`src/rtl/mux2_stream_arb.sv`:
```
// Round-robin burst arbiter between two valid/ready streams (A, B). It drives the
// 2:1 mux select and registers every accepted beat onto one output stream.
module mux2_stream_arb #(
    parameter int DATA_W    = 8,
    parameter int BURST_LEN = 4
) (
    input  logic              clk,
    input  logic              reset,
    input  logic              a_valid_i,
    input  logic [DATA_W-1:0] a_data_i,
    output logic              a_ready_o,
    input  logic              b_valid_i,
    input  logic [DATA_W-1:0] b_data_i,
    output logic              b_ready_o,
    output logic              sel_o,
    output logic              out_valid_o,
    output logic [DATA_W-1:0] out_data_o,
    output logic              out_src_o,
    input  logic              out_ready_i
);

    localparam int                CNT_W    = $clog2(BURST_LEN + 1);
    localparam logic [CNT_W-1:0]  CNT_ZERO = {CNT_W{1'b0}};
    localparam logic [CNT_W-1:0]  CNT_ONE  = CNT_W'(1);
    localparam logic [CNT_W-1:0]  CNT_LAST = CNT_W'(BURST_LEN);

    typedef enum logic [1:0] {
        ST_IDLE    = 2'd0,
        ST_GRANT_A = 2'd1,
        ST_GRANT_B = 2'd2
    } state_t;

    state_t              r_state;
    logic [CNT_W-1:0]    r_cnt;
    logic                r_last;
    logic                r_sel;
    logic                r_out_valid;
    logic [DATA_W-1:0]   r_out_data;
    logic                r_out_src;

    state_t              w_state_nxt;
    logic [CNT_W-1:0]    w_cnt_nxt;
    logic [CNT_W-1:0]    w_cnt_inc;
    logic                w_burst_done;
    logic                w_last_nxt;
    logic                w_sel_nxt;
    logic                w_can_load;
    logic                w_a_ready;
    logic                w_b_ready;
    logic                w_a_xfer;
    logic                w_b_xfer;
    logic                w_xfer;
    logic [DATA_W-1:0]   w_xfer_data;

    assign w_cnt_inc    = r_cnt + CNT_ONE;
    assign w_burst_done = (w_cnt_inc == CNT_LAST);

    // State register: FSM state, burst counter, last-served pointer and mux select.
    always_ff @(posedge clk) begin
        if (reset) begin
            r_state <= ST_IDLE;
            r_cnt   <= CNT_ZERO;
            r_last  <= 1'b1;
            r_sel   <= 1'b0;
        end else begin
            r_state <= w_state_nxt;
            r_cnt   <= w_cnt_nxt;
            r_last  <= w_last_nxt;
            r_sel   <= w_sel_nxt;
        end
    end

    // Next-state logic: round-robin grant, burst limiting and release on idle source.
    always_comb begin
        w_state_nxt = r_state;
        w_cnt_nxt   = r_cnt;
        w_last_nxt  = r_last;
        case (r_state)
            ST_IDLE: begin
                w_cnt_nxt = CNT_ZERO;
                if (a_valid_i && b_valid_i) begin
                    w_state_nxt = r_last ? ST_GRANT_A : ST_GRANT_B;
                end else if (a_valid_i) begin
                    w_state_nxt = ST_GRANT_A;
                end else if (b_valid_i) begin
                    w_state_nxt = ST_GRANT_B;
                end else begin
                    w_state_nxt = ST_IDLE;
                end
            end
            ST_GRANT_A: begin
                if (w_a_xfer) begin
                    w_last_nxt = 1'b0;
                    if (w_burst_done) begin
                        w_cnt_nxt   = CNT_ZERO;
                        w_state_nxt = b_valid_i ? ST_GRANT_B : ST_GRANT_A;
                    end else begin
                        w_cnt_nxt   = w_cnt_inc;
                        w_state_nxt = ST_GRANT_A;
                    end
                end else if (!a_valid_i) begin
                    w_cnt_nxt   = CNT_ZERO;
                    w_state_nxt = b_valid_i ? ST_GRANT_B : ST_IDLE;
                end else begin
                    w_cnt_nxt   = r_cnt;
                    w_state_nxt = ST_GRANT_A;
                end
            end
            ST_GRANT_B: begin
                if (w_b_xfer) begin
                    w_last_nxt = 1'b1;
                    if (w_burst_done) begin
                        w_cnt_nxt   = CNT_ZERO;
                        w_state_nxt = a_valid_i ? ST_GRANT_A : ST_GRANT_B;
                    end else begin
                        w_cnt_nxt   = w_cnt_inc;
                        w_state_nxt = ST_GRANT_B;
                    end
                end else if (!b_valid_i) begin
                    w_cnt_nxt   = CNT_ZERO;
                    w_state_nxt = a_valid_i ? ST_GRANT_A : ST_IDLE;
                end else begin
                    w_cnt_nxt   = r_cnt;
                    w_state_nxt = ST_GRANT_B;
                end
            end
            default: begin
                w_cnt_nxt   = CNT_ZERO;
                w_state_nxt = ST_IDLE;
            end
        endcase
    end

    // Output logic: handshakes, accepted-beat mux and the select that follows the grant.
    always_comb begin
        w_can_load  = !r_out_valid || out_ready_i;
        w_a_ready   = !reset && (r_state == ST_GRANT_A) && w_can_load;
        w_b_ready   = !reset && (r_state == ST_GRANT_B) && w_can_load;
        w_a_xfer    = a_valid_i && w_a_ready;
        w_b_xfer    = b_valid_i && w_b_ready;
        w_xfer      = w_a_xfer || w_b_xfer;
        w_xfer_data = w_b_xfer ? b_data_i : a_data_i;
        case (w_state_nxt)
            ST_GRANT_A: w_sel_nxt = 1'b0;
            ST_GRANT_B: w_sel_nxt = 1'b1;
            default:    w_sel_nxt = r_sel;
        endcase
    end

    // Output stage: a transfer loads (even while draining); otherwise downstream empties it.
    always_ff @(posedge clk) begin
        if (reset) begin
            r_out_valid <= 1'b0;
            r_out_data  <= {DATA_W{1'b0}};
            r_out_src   <= 1'b0;
        end else if (w_xfer) begin
            r_out_valid <= 1'b1;
            r_out_data  <= w_xfer_data;
            r_out_src   <= w_b_xfer;
        end else if (out_ready_i) begin
            r_out_valid <= 1'b0;
            r_out_data  <= r_out_data;
            r_out_src   <= r_out_src;
        end else begin
            r_out_valid <= r_out_valid;
            r_out_data  <= r_out_data;
            r_out_src   <= r_out_src;
        end
    end

    assign a_ready_o   = w_a_ready;
    assign b_ready_o   = w_b_ready;
    assign sel_o       = r_sel;
    assign out_valid_o = r_out_valid;
    assign out_data_o  = r_out_data;
    assign out_src_o   = r_out_src;

endmodule

```
`config.mk`:
```
export PLATFORM = sky130hd
export DESIGN_NAME = mux2_stream_arb
export DESIGN_NICKNAME = d
export VERILOG_FILES = /design/src/rtl/mux2_stream_arb.sv
export SDC_FILE = /design/constraint.sdc
export NUM_CORES = 1
export LEC_CHECK = 0
export CAP_MARGIN = 20
export CORE_UTILIZATION = 43
export CTS_CLUSTER_DIAMETER = 200
export DETAILED_ROUTE_END_ITERATION = 12
export PLACE_DENSITY = 0.84
export REMOVE_ABC_BUFFERS = 1
export SYNTH_ARGS = -nofsm -noshare
export SYNTH_HDL_FRONTEND = slang
export SYNTH_SLANG_ARGS = --single-unit
export TNS_END_PERCENT = 100
```
`constraint.sdc`:
```
create_clock -name clk -period 4.55 [get_ports clk]
set_clock_uncertainty 0.05 [all_clocks]
set_input_delay 0.91 -clock clk [delete_from_list [all_inputs] [get_ports clk]]
set_output_delay 0.91 -clock clk [all_outputs]
set_load 0.05 [all_outputs]
```
==> metrics.md <==
| Metric | Value |
|---|---|
| DR iter-0 viols | `23` |
| Most frequent cells in the layout | `clkdlybuf4s50_1 (33), o31ai_1 (18), dfxtp_1 (17), nand4_1 (13), a31oi_1 (10)` |
| Nets | `178` |
| GRT Overall Usage | `0.2229` |
| Via count | `approximately 1100` |
| Final TNS setup | `0 ps` |
| Clock Path Buffers | `2` |
| Most common cell type on the critical path | `clkdlybuf4s50_1` |
| Die W | `50.94 microns` |
| Rel. slew slack | `0.5938` |
| Worst EP required | `3590 ps` |
| H-tree depth | `1` |
| Hold-fix buffer count after cts | `0` |
| Clock slew at reported path FFs | `100 ps` |
| Worst slew pin tran | `608.1 ps` |
| Initial antenna violation count | `0` |
| Detailed Place HPWL | `between 1500 and 2000 microns` |
| Crit path max-delay cell type | `clkdlybuf4s50_1` |
| Worst Hold Launch | `out_src_o` |
| Yosys synthesis warning count | `0` |
| Wire length of the first global-routing pass | `4333 microns` |
| Max-slew violations | `0` |
| RSZ-0062 raised after global routing | `false` |
| CP Cell Sequence | `clkdlybuf4s50_1 -> inv_2 -> and3_1 -> clkdlybuf4s50_1` |
| Vias in the first global route | `1008` |
| CP endpoint | `b_ready_o` |
| Arr. time, crit path | `2840 ps` |
| CTS tree | `done` |
| Post-synth EDFFs | `0` |
| Clock Sinks | `17` |
| Port Buf Inserts | `33` |
| Die height | `50.94 microns` |
| Row count | `17` |
| Total die area | `2594 sq um` |
| Most common cell after layout, fill and taps aside | `clkdlybuf4s50_1` |
| Crit Path Class | `in2out` |
| Crit-path max cell delay | `around 800 ps` |
| PwrDens | `around 240 nW/um^2` |
| Mapped cell area | `1030 sq um` |
| # diodes | `0` |
| CP Launch Type | `primary input` |
| Clock Latency Late Sink | `approximately 300 ps` |
| Leakage | `0.4756 nW` |
| Top FF cell, synth | `dfxtp_1` |
| P&R area growth vs syn | `33.54%` |
| Avg Cell Area, Syn | `roughly 8.5 sq um` |
| Async SR Flop Fraction | `0` |
| Ratio of cells with drive above 1 in the final layout | `0.05405` |
| DRC viols | `0` |
| Clock root buffer | `clkbuf_4` |
| Buffer count from post-CTS setup fixing | `0` |
| Worst setup EP type | `output pin` |
| Worst reg2reg setup slack | `2400 ps` |
| Largest net degree at the start of global routing | `26` |
| Initial Util | `0.4611` |
| Reg2reg end | `sel_o` |
| Synth cell types | `30` |
| Core box area | `2233 sq um` |
| Status | `finished clean` |
| R2R Path Start | `r_cnt[0]` |
| R2R depth | `8` |
| Vias/cell | `6.097` |
| Post-DRT Antenna Nets | `0` |
| Max VDD drop | `0.0001931 V` |
| Post-CTS sizing | `0` |
| Overflow after GRT | `0` |
| Seq/Total Area, Yosys | `0.3305` |
| Period Utilization, post-route | `0.8346` |
| Dpl cells | `around 170` |
| Critical path peak fanout | `14` |
| WL/cell | `~16 microns` |
| Post-route insts no fill | `176` |
| Class of the worst hold path | `reg2reg` |
| Number of max-cap violations | `0` |
| Hold Vio Cnt, Final | `0` |
| CP Launch Point | `reset` |
| Top-Level Pins | `34` |
| Cells after synthesis | `roughly 120` |
| #FFs+latches synth | `17` |
| Global placement routability congestion | `0.7632` |
| Drt total wl | `between 2000 and 3000 microns` |
| Crit path time final | `3797 ps` |
| Fmax | `0.2634 GHz` |
| Drt pass-1 iters | `4` |
| Final setup viols | `0` |
| Total CTS buffers | `3` |
-- cell type report --
class                      count  area [sq um]
fill                         205         858.3
multi-input combinational     82         590.6
timing repair buffer          35         345.3
sequential                    17         340.3
inverter                      10         37.54
tap                           28         35.03
clock buffer                   4         26.28
-- Yosys cell counts (2+ instances only) --
cell       number  share of area
o31ai_1        18           0.13
dfxtp_1        17           0.33
nand4_1        13          0.079
a31oi_1        10          0.061
clkbuf_1        9          0.033
ha_1            8          0.097
inv_1           8          0.029
nor2_1          5          0.018
a21oi_1         4          0.019
a2bb2oi_1       2          0.017
a311oi_1        2          0.017
buf_6           2          0.022
inv_2           2         0.0073
nand2_1         2         0.0073
nand2b_1        2          0.012
o21ai_0         2         0.0097
or3_1           2          0.012
-- routing by layer --
metal	up-vias	track usage	share of wire
met5	-	0	0
met4	0	0.09259	0.0070
met3	4	0.05655	0.063
met2	36	0.4035	0.53
met1	518	0.2428	0.40
li1	515	-	-
-- state kept, by name, summed over array words and instances, names as in the netlist --
name / cells
out_data_o: 8
sel_o: 1
out_valid_o: 1
r_state: 2
out_src_o: 1
r_cnt: 3
r_last: 1
-- critical path, delay by kind of cell --
family	cells	cell delay, ps
simple gates	1	200
buf+inv	3	1730
-- how the worst min path moves through the flow --
stage               slack, ps         to  cells after the start
floorplan                 400   r_cnt[1]                      2
global placement          410  out_src_o                      2
detailed placement        410  out_src_o                      2
CTS                       430  out_src_o                      2
global route              460  out_src_o                      2
finish                    430  out_src_o                      2
-- power by group --
group / switching (W) / internal (W)
registers: 0.00000309 / 0.000154
clock network: 0.0000484 / 0.0000342
logic: 0.0000507 / 0.0000386
-- cells by family after synthesis --
family | Yosys count | share of synthesized area
buffers and inverters | 22 | 0.09599
AND/OR/NAND/NOR | 30 | 0.1725
adder cells (fa/ha/maj) | 8 | 0.09721
flip-flops | 17 | 0.3305
multiplexers | 1 | 0.009721
AO/OA/AOI/OAI | 43 | 0.2941
-- per-stage QoR --
stage / hold WS, ps / setup WS [ps] / power, W / util / cell area, sq um
2_1_floorplan: 401.9 / 1545 / 0.0002103 / - / 968.4
3_3_place_gp: 411.0 / 822.5 / 0.0002471 / 0.6039 / 1349
3_5_place_dp: 413.9 / 780.8 / 0.0002492 / 0.6039 / 1349
4_1_cts: 428.9 / 767.5 / 0.0003337 / 0.6157 / 1375
5_1_grt: 458.9 / 710.5 / 0.0003453 / 0.6157 / 1375
6_report: 427.1 / 752.8 / 0.0003291 / 0.6157 / 1375
Note: power is estimated with default switching activity, not from simulation.
